==> src/rtl/serial_add_ctrl_if.sv <==
// Requester <-> bit-serial adder controller signal bundle; `sub` exists only with SERIAL_ADD_SUB_EN.
// master = requester side, slave = controller side.
interface serial_add_ctrl_if #(
  parameter int WIDTH = 8
);
  logic             start;
  logic [WIDTH-1:0] a;
  logic [WIDTH-1:0] b;
  logic             cin;
`ifdef SERIAL_ADD_SUB_EN
  logic             sub;
`endif
  logic             busy;
  logic             done;
  logic [WIDTH-1:0] sum;
  logic             cout;

`ifdef SERIAL_ADD_SUB_EN
  modport master (output start, a, b, cin, sub, input busy, done, sum, cout);
  modport slave  (input start, a, b, cin, sub, output busy, done, sum, cout);
`else
  modport master (output start, a, b, cin, input busy, done, sum, cout);
  modport slave  (input start, a, b, cin, output busy, done, sum, cout);
`endif
endinterface

==> src/rtl/serial_add_ctrl.sv <==
// Bit-serial adder controller, LSB first, one bit per clk; WIDTH+1 cycles start->idle. Optional subtract: SERIAL_ADD_SUB_EN.
// No backpressure or queueing: start is accepted only in IDLE and ignored in RUN/DONE.
module serial_add_ctrl #(
  parameter int WIDTH = 8
) (
  input  logic               clk,
  input  logic               rst_n,
  serial_add_ctrl_if.slave   bus
);
  localparam int CW = $clog2(WIDTH);

  typedef enum logic [1:0] {IDLE, RUN, DONE} state_t;

  state_t           state;
  state_t           state_nxt;
  logic [WIDTH-1:0] a_sr;
  logic [WIDTH-1:0] b_sr;
  logic             carry;
  logic [CW-1:0]    count;
  logic [WIDTH-1:0] sum_sr;
  logic             cout_r;
  logic             last_bit;
  logic             s_bit;
  logic             c_nxt;
  logic             sub_mode;

`ifdef SERIAL_ADD_SUB_EN
  assign sub_mode = bus.sub;
`else
  assign sub_mode = 1'b0;
`endif

  // The single shared full-adder cell
  assign s_bit    = a_sr[0] ^ b_sr[0] ^ carry;
  assign c_nxt    = ((a_sr[0] ^ b_sr[0]) & carry) | (a_sr[0] & b_sr[0]);
  assign last_bit = (count == CW'(WIDTH - 1));

  always_ff @(posedge clk) begin
    if (!rst_n) begin
      state <= IDLE;
    end else begin
      state <= state_nxt;
    end
  end

  always_comb begin
    state_nxt = state;
    case (state)
      IDLE:    if (bus.start) state_nxt = RUN;
      RUN:     if (last_bit)  state_nxt = DONE;
      DONE:    state_nxt = IDLE;
      default: state_nxt = IDLE;
    endcase
  end

  always_comb begin
    bus.busy = (state == RUN);
    bus.done = (state == DONE);
    bus.sum  = sum_sr;
    bus.cout = cout_r;
  end

  // Subtract is a + ~b + 1: invert b once at capture and seed the carry with 1
  always_ff @(posedge clk) begin
    if (!rst_n) begin
      a_sr   <= '0;
      b_sr   <= '0;
      carry  <= 1'b0;
      count  <= '0;
      sum_sr <= '0;
      cout_r <= 1'b0;
    end else begin
      case (state)
        IDLE: begin
          if (bus.start) begin
            a_sr  <= bus.a;
            b_sr  <= sub_mode ? ~bus.b : bus.b;
            carry <= sub_mode ? 1'b1 : bus.cin;
            count <= '0;
          end
        end
        RUN: begin
          a_sr   <= a_sr >> 1;
          b_sr   <= b_sr >> 1;
          carry  <= c_nxt;
          sum_sr <= {s_bit, sum_sr[WIDTH-1:1]};
          count  <= count + CW'(1);
          if (last_bit) cout_r <= c_nxt;
        end
        default: ;
      endcase
    end
  end
endmodule

==> src/flat_wrapper.sv <==
// flat-port wrapper written by rule: the top's interface ports become plain ports
module serial_add_ctrl_flat 
#(
  parameter int WIDTH = 8
)
  (clk, rst_n, bus_start, bus_a, bus_b, bus_cin, bus_busy, bus_done, bus_sum, bus_cout);
  serial_add_ctrl_if #(.WIDTH(WIDTH)) bus_i ();
  input  logic clk;
  input  logic rst_n;
  input wire logic [$bits(bus_i.start)-1:0] bus_start;
  input wire logic [$bits(bus_i.a)-1:0] bus_a;
  input wire logic [$bits(bus_i.b)-1:0] bus_b;
  input wire logic [$bits(bus_i.cin)-1:0] bus_cin;
  output wire logic [$bits(bus_i.busy)-1:0] bus_busy;
  output wire logic [$bits(bus_i.done)-1:0] bus_done;
  output wire logic [$bits(bus_i.sum)-1:0] bus_sum;
  output wire logic [$bits(bus_i.cout)-1:0] bus_cout;
  assign bus_i.start = bus_start;
  assign bus_i.a = bus_a;
  assign bus_i.b = bus_b;
  assign bus_i.cin = bus_cin;
  assign bus_busy = bus_i.busy;
  assign bus_done = bus_i.done;
  assign bus_sum = bus_i.sum;
  assign bus_cout = bus_i.cout;
  serial_add_ctrl #(.WIDTH(WIDTH)) u_core (.clk(clk), .rst_n(rst_n), .bus(bus_i));
endmodule
==> config.mk <==
export PLATFORM = sky130hd
export DESIGN_NAME = serial_add_ctrl_flat
export DESIGN_NICKNAME = d
export VERILOG_FILES = /design/src/rtl/serial_add_ctrl_if.sv /design/src/rtl/serial_add_ctrl.sv /design/src/flat_wrapper.sv
export SDC_FILE = /design/constraint.sdc
export NUM_CORES = 1
export LEC_CHECK = 0
export ABC_AREA = 1
export ABC_CLOCK_PERIOD_IN_PS = 1100
export BUFFER_PORTS_ARGS = -buffer_cell sky130_fd_sc_hd__buf_2
export CORE_MARGIN = 2
export CORE_UTILIZATION = 40
export DETAILED_ROUTE_END_ITERATION = 16
export PLACE_DENSITY = 0.72
export SYNTH_ARGS = -nofsm -noshare
export SYNTH_HDL_FRONTEND = slang
export SYNTH_SLANG_ARGS = --single-unit
==> constraint.sdc <==
create_clock -name clk -period 1.1 [get_ports clk]
set_input_delay 0.055 -clock clk [delete_from_list [all_inputs] [get_ports clk]]
set_output_delay 0.055 -clock clk [all_outputs]
set_load 0.01 [all_outputs]
-- Word-level counts from Yosys, hierarchy flattened
Cells that the tools add are included.
- bits in registers: 31
- bits in latches: 0
- memory bits (writable): 0
- bits in read-only memories: 0
- input bits: 20
- output and inout bits: 11
- logic and storage cells: 34
- memories kept: 0
- add/sub/neg operators: 1
- multipliers: 0
- divide/modulo/power cells: 0
- order comparisons: 0
- equal/unequal tests: 5
- shift operators: 0
- mux-type cells: 11
- bitwise logic cells: 5
- reduce and logical (&&, ||, !) cells: 5
- operator list (cell ; count):
    one-hot mux 8 bit (2 select lines) ; 2
    2-to-1 mux 8 bit ; 2
    one-hot mux 3 bit (2 select lines) ; 1
    AND reduction 2 bit ; 3
    2-to-1 mux 2 bit ; 2
    one-hot mux 2 bit (2 select lines) ; 1
    adder 3 x 1 -> 3 bit, second input constant ; 1
    == test 3 bit, second input constant ; 1
    2-to-1 mux 3 bit ; 1
    AND 1 bit ; 2
    == test 2 x 1 -> 1 bit, second input constant ; 1
    == test 2 bit, second input constant ; 1
    logical NOT 2 bit ; 1
    inequality test 2 x 1 -> 1 bit, second input constant ; 1
    inequality test 2 bit, second input constant ; 1
    one-hot mux 1 bit (2 select lines) ; 1
    nonzero test 2 bit ; 1
    XOR 1 bit ; 2
    2-to-1 mux 1 bit ; 1
    OR 1 bit ; 1

-- Logic depth before layout (Yosys ltp)
- depth in word-level cells: 4
- depth in mapped cells: 7
- depth with buffers taken out: 6

-- Worst setup path after synthesis
Ideal clock, no wire load.
- path kind: register to register
- start: register u_core.carry
- end: register u_core.sum_sr[7] (netlist: u_core.bus.sum[7])
- library setup time: 0.116 ns
- data arrival time: 0.953 ns
- data required time: 0.984 ns
- slack: 0.031 ns
- cell stages (with the launch flop): 4
- path buffers: 0
- period minus slack after synthesis: 1.069 ns
- cell sequence: dfxtp_1 fa_1 o21ai_0 nor2_1
- longest elaborated chain between the ends: 1
- RTL lines (what ; RTL line ; RTL):
    start: declaration ; serial_add_ctrl.sv:18 ; logic carry;
    start signal: assignment ; serial_add_ctrl.sv:78 ; carry <= sub_mode ? 1'b1 : bus.cin;
    start signal: assignment ; serial_add_ctrl.sv:85 ; carry <= c_nxt;
    XOR 1 bit ; serial_add_ctrl.sv:34 ; assign s_bit = a_sr[0] ^ b_sr[0] ^ carry;
    net u_core.s_bit ; serial_add_ctrl.sv:23 ; logic s_bit;
    end signal: assignment ; serial_add_ctrl.sv:86 ; sum_sr <= {s_bit, sum_sr[WIDTH-1:1]};
    end: declaration ; serial_add_ctrl.sv:20 ; logic [WIDTH-1:0] sum_sr;
The timed path passes the listed nets, and every way through them passes these cells.
A chain may end at the register's enable or synchronous reset.

-- Final worst setup path
- start: register u_core.state[1]
- end: output port bus_busy
- longest elaborated chain between the ends: 1
- RTL lines (what ; RTL line ; RTL):
    start: declaration ; serial_add_ctrl.sv:14 ; state_t state;
    start signal: assignment ; serial_add_ctrl.sv:42 ; state <= state_nxt;
    == test 2 x 1 -> 1 bit ; serial_add_ctrl.sv:57 ; bus.busy = (state == RUN);
    end: declaration ; flat_wrapper.sv:14 ; output wire logic [$bits(bus_i.busy)-1:0] bus_busy;
Every way passes these cells.

==> qor.csv <==
metric,value,unit
dieHeight,64,µm
critPathRequiredTime,1040,ps
max_freq,0.883,GHz
synth.area.top_cells,"dfxtp_1, nand2_1, nor2_1",
yosysSeqAreaShare,0.431,
wire_per_inst,9.97,µm
dp_worst_setup_slack,-35.0,ps
overflow,0,
yosys.area.top_type_share,0.431,
hpwl,1.97,mm
postRouteAntennaNets,0,
postSynthAreaPerCell,6.37,µm²
cpLargestDelayFamily,flip-flops,
wirelength,3.15,mm
numPortBuffers,30,
critPathBufInv,3,
crit_type,register to output pin,
cp.arrival,1080,ps
power_leakage,0.994,nW
hold_path.class,primary input to register,
nets,292,
cp_slowest_stage_delay,340,ps
cts_tree,yes,
hold_viol_final,0,
timing.setup.tns,-35.8,ps
worstPathMaxFanout,2,
drc_errors,0,
tightest_slew,203,ps
clk_pin_slew_worst_paths,100,ps
netlist_area,1440,µm²
drt-pass1-iter-count,4,
insertion_delay,340,ps
ys_types,16,
worst_ir_drop_vdd,0.754,mV
clockBufferDepth,2,
fin_cells,316,
grt_usage,0.158,
cp_common_cell,buf_6,
violations,setup timing,
power,2.73,mW
slew_violations,0,
cp_cell_sequence,"buf_6, nor2_4, buf_6, buf_6",
slew_headroom,0.865,
htreeDepth,2,
core-area,3390,µm²
cts_buffers,5,
via_per_inst,4.43,
top_level_ports,31,
finClkSkew,10.1,ps
grt_pass1_wl,5.02,mm
syn_to_final_growth,32.9,%
startpoint_type,register,
final_cell_mix,"nand2_1, nor2_1, buf_2",
synth-seq-cells,31,
grt_antenna_before_repair,0,
synth_cells,226,
num_antenna_cells,0,
finalWorstSetupSlack,-32.9,ps
setup_viol,2,
netlist.top_cell.by_area,dfxtp_1,
layout_commonest_cell,nand2_1,
root_buffer,clkbuf_4,
grt_setup_unrepaired,yes,
dp.cells,301,
ys_warn_count,0,
first_iter_violations,120,
crit_path_top_delay_cell,dfxtp_2,
first_global_vias,1201,
gp_congestion,0.761,
maxCapViolations,0,
start_util,0.425,
grt_max_degree,30,
row_count,21,
die_x,64,µm
vias,1400,
finalCritPeriodShare,1.03,
clkSinkCount,31,
status,finished with violations,
critPathCaptureType,output pin,
synthesis.nets,249,
die-area,4100,µm²
fin_crit,1130,ps
layout-drive-gt1-share,0.252,
pwr_density_cell,1430,nW/µm²
[through the flow]
stage | utilization | hold slack [ps] | cell area (µm²)
3_3_place_gp | 0.496 | 332 | 1680
4_1_cts | 0.537 | 2.08 | 1820
3_5_place_dp | 0.496 | 342 | 1680
6_report | 0.565 | 9.98 | 1910
2_1_floorplan | - | 219 | 1440
5_1_grt | 0.565 | 20.0 | 1910
[final timing paths]
path                                start                        endpoint  slack (ps)  depth (start not counted)
max reg2reg     u_core.carry$_SDFFE_PN0P_  u_core.bus.sum[7]$_SDFFE_PN0P_           0                          3
min                              bus_a[4]     u_core.a_sr[4]$_SDFFE_PN0P_          10                          5
min reg2reg   u_core.b_sr[7]$_SDFFE_PN0P_     u_core.b_sr[7]$_SDFFE_PN0P_         470                          2
max          u_core.state[1]$_SDFFE_PN0P_                        bus_busy         -30                          4
[routing by layer]
| metal | routed length, µm | global-route usage |
|---|---|---|
| met5 | 0 | 0 |
| met4 | 59 | 0.0652 |
| met3 | 141 | 0.0546 |
| met2 | 1510 | 0.251 |
| met1 | 1440 | 0.195 |
[layout make-up]
type                            count  area (µm²)
Clock inverter                      2        35.0
Clock buffer                        6        51.3
Tap cell                           46        57.6
Inverter                           22        82.6
Sequential cell                    31         632
Fill cell                         318        1480
Timing Repair Buffer               47         358
Multi-Input combinational cell    162         698
[kinds of logic after synthesis]
| family | Yosys count | share of synthesized area |
|---|---|---|
| flip-flops | 31 | 0.431 |
| buffers and inverters | 33 | 0.103 |
| adder cells (fa/ha/maj) | 3 | 0.0313 |
| AND/OR/NAND/NOR | 144 | 0.381 |
| AO/OA/AOI/OAI | 15 | 0.0539 |
[tightest hold or removal path, stage by stage]
cell and delay [ps]:
buf_2 70, nand2_1 40, nand2_1 50, nor2_1 30
nor2_1 70
[Yosys cell counts (all sizes together)]
master / count
fa: 1
buf: 8
ha: 2
nand2: 72
inv: 22
nor2: 69
o21ai: 10
clkbuf: 3
dfxtp: 31
a21oi: 4
o21a: 1
nand3: 3
[registers in the layout, summed over array words and instances (netlist names)]
signal and flops:
u_core.state 2, u_core.bus.cout 1, u_core.b_sr 8, u_core.carry 1
u_core.count 3, u_core.bus.sum 8, u_core.a_sr 8
[power breakdown]
group	leakage (nW)	total (mW)	switching, mW	internal, mW
registers	0.259	1.26	0.0462	1.21
logic	0.687	0.535	0.289	0.246
clock network	0.0482	0.933	0.397	0.537
total	0.994	2.73	0.732	2.00
[repair_timing]
| action | 4_1_cts | 5_1_grt |
|---|---|---|
| setup buffers | 1 | 1 |
| hold endpoints to repair | 2 | 0 |
| setup endpoints to repair | 4 | 23 |
| resized for setup | 11 | 14 |
| hold buffers | 2 | 0 |
| cloned | 0 | 3 |
| pin swaps | 1 | 3 |
No activity file was read; power rests on OpenSTA's default activity.
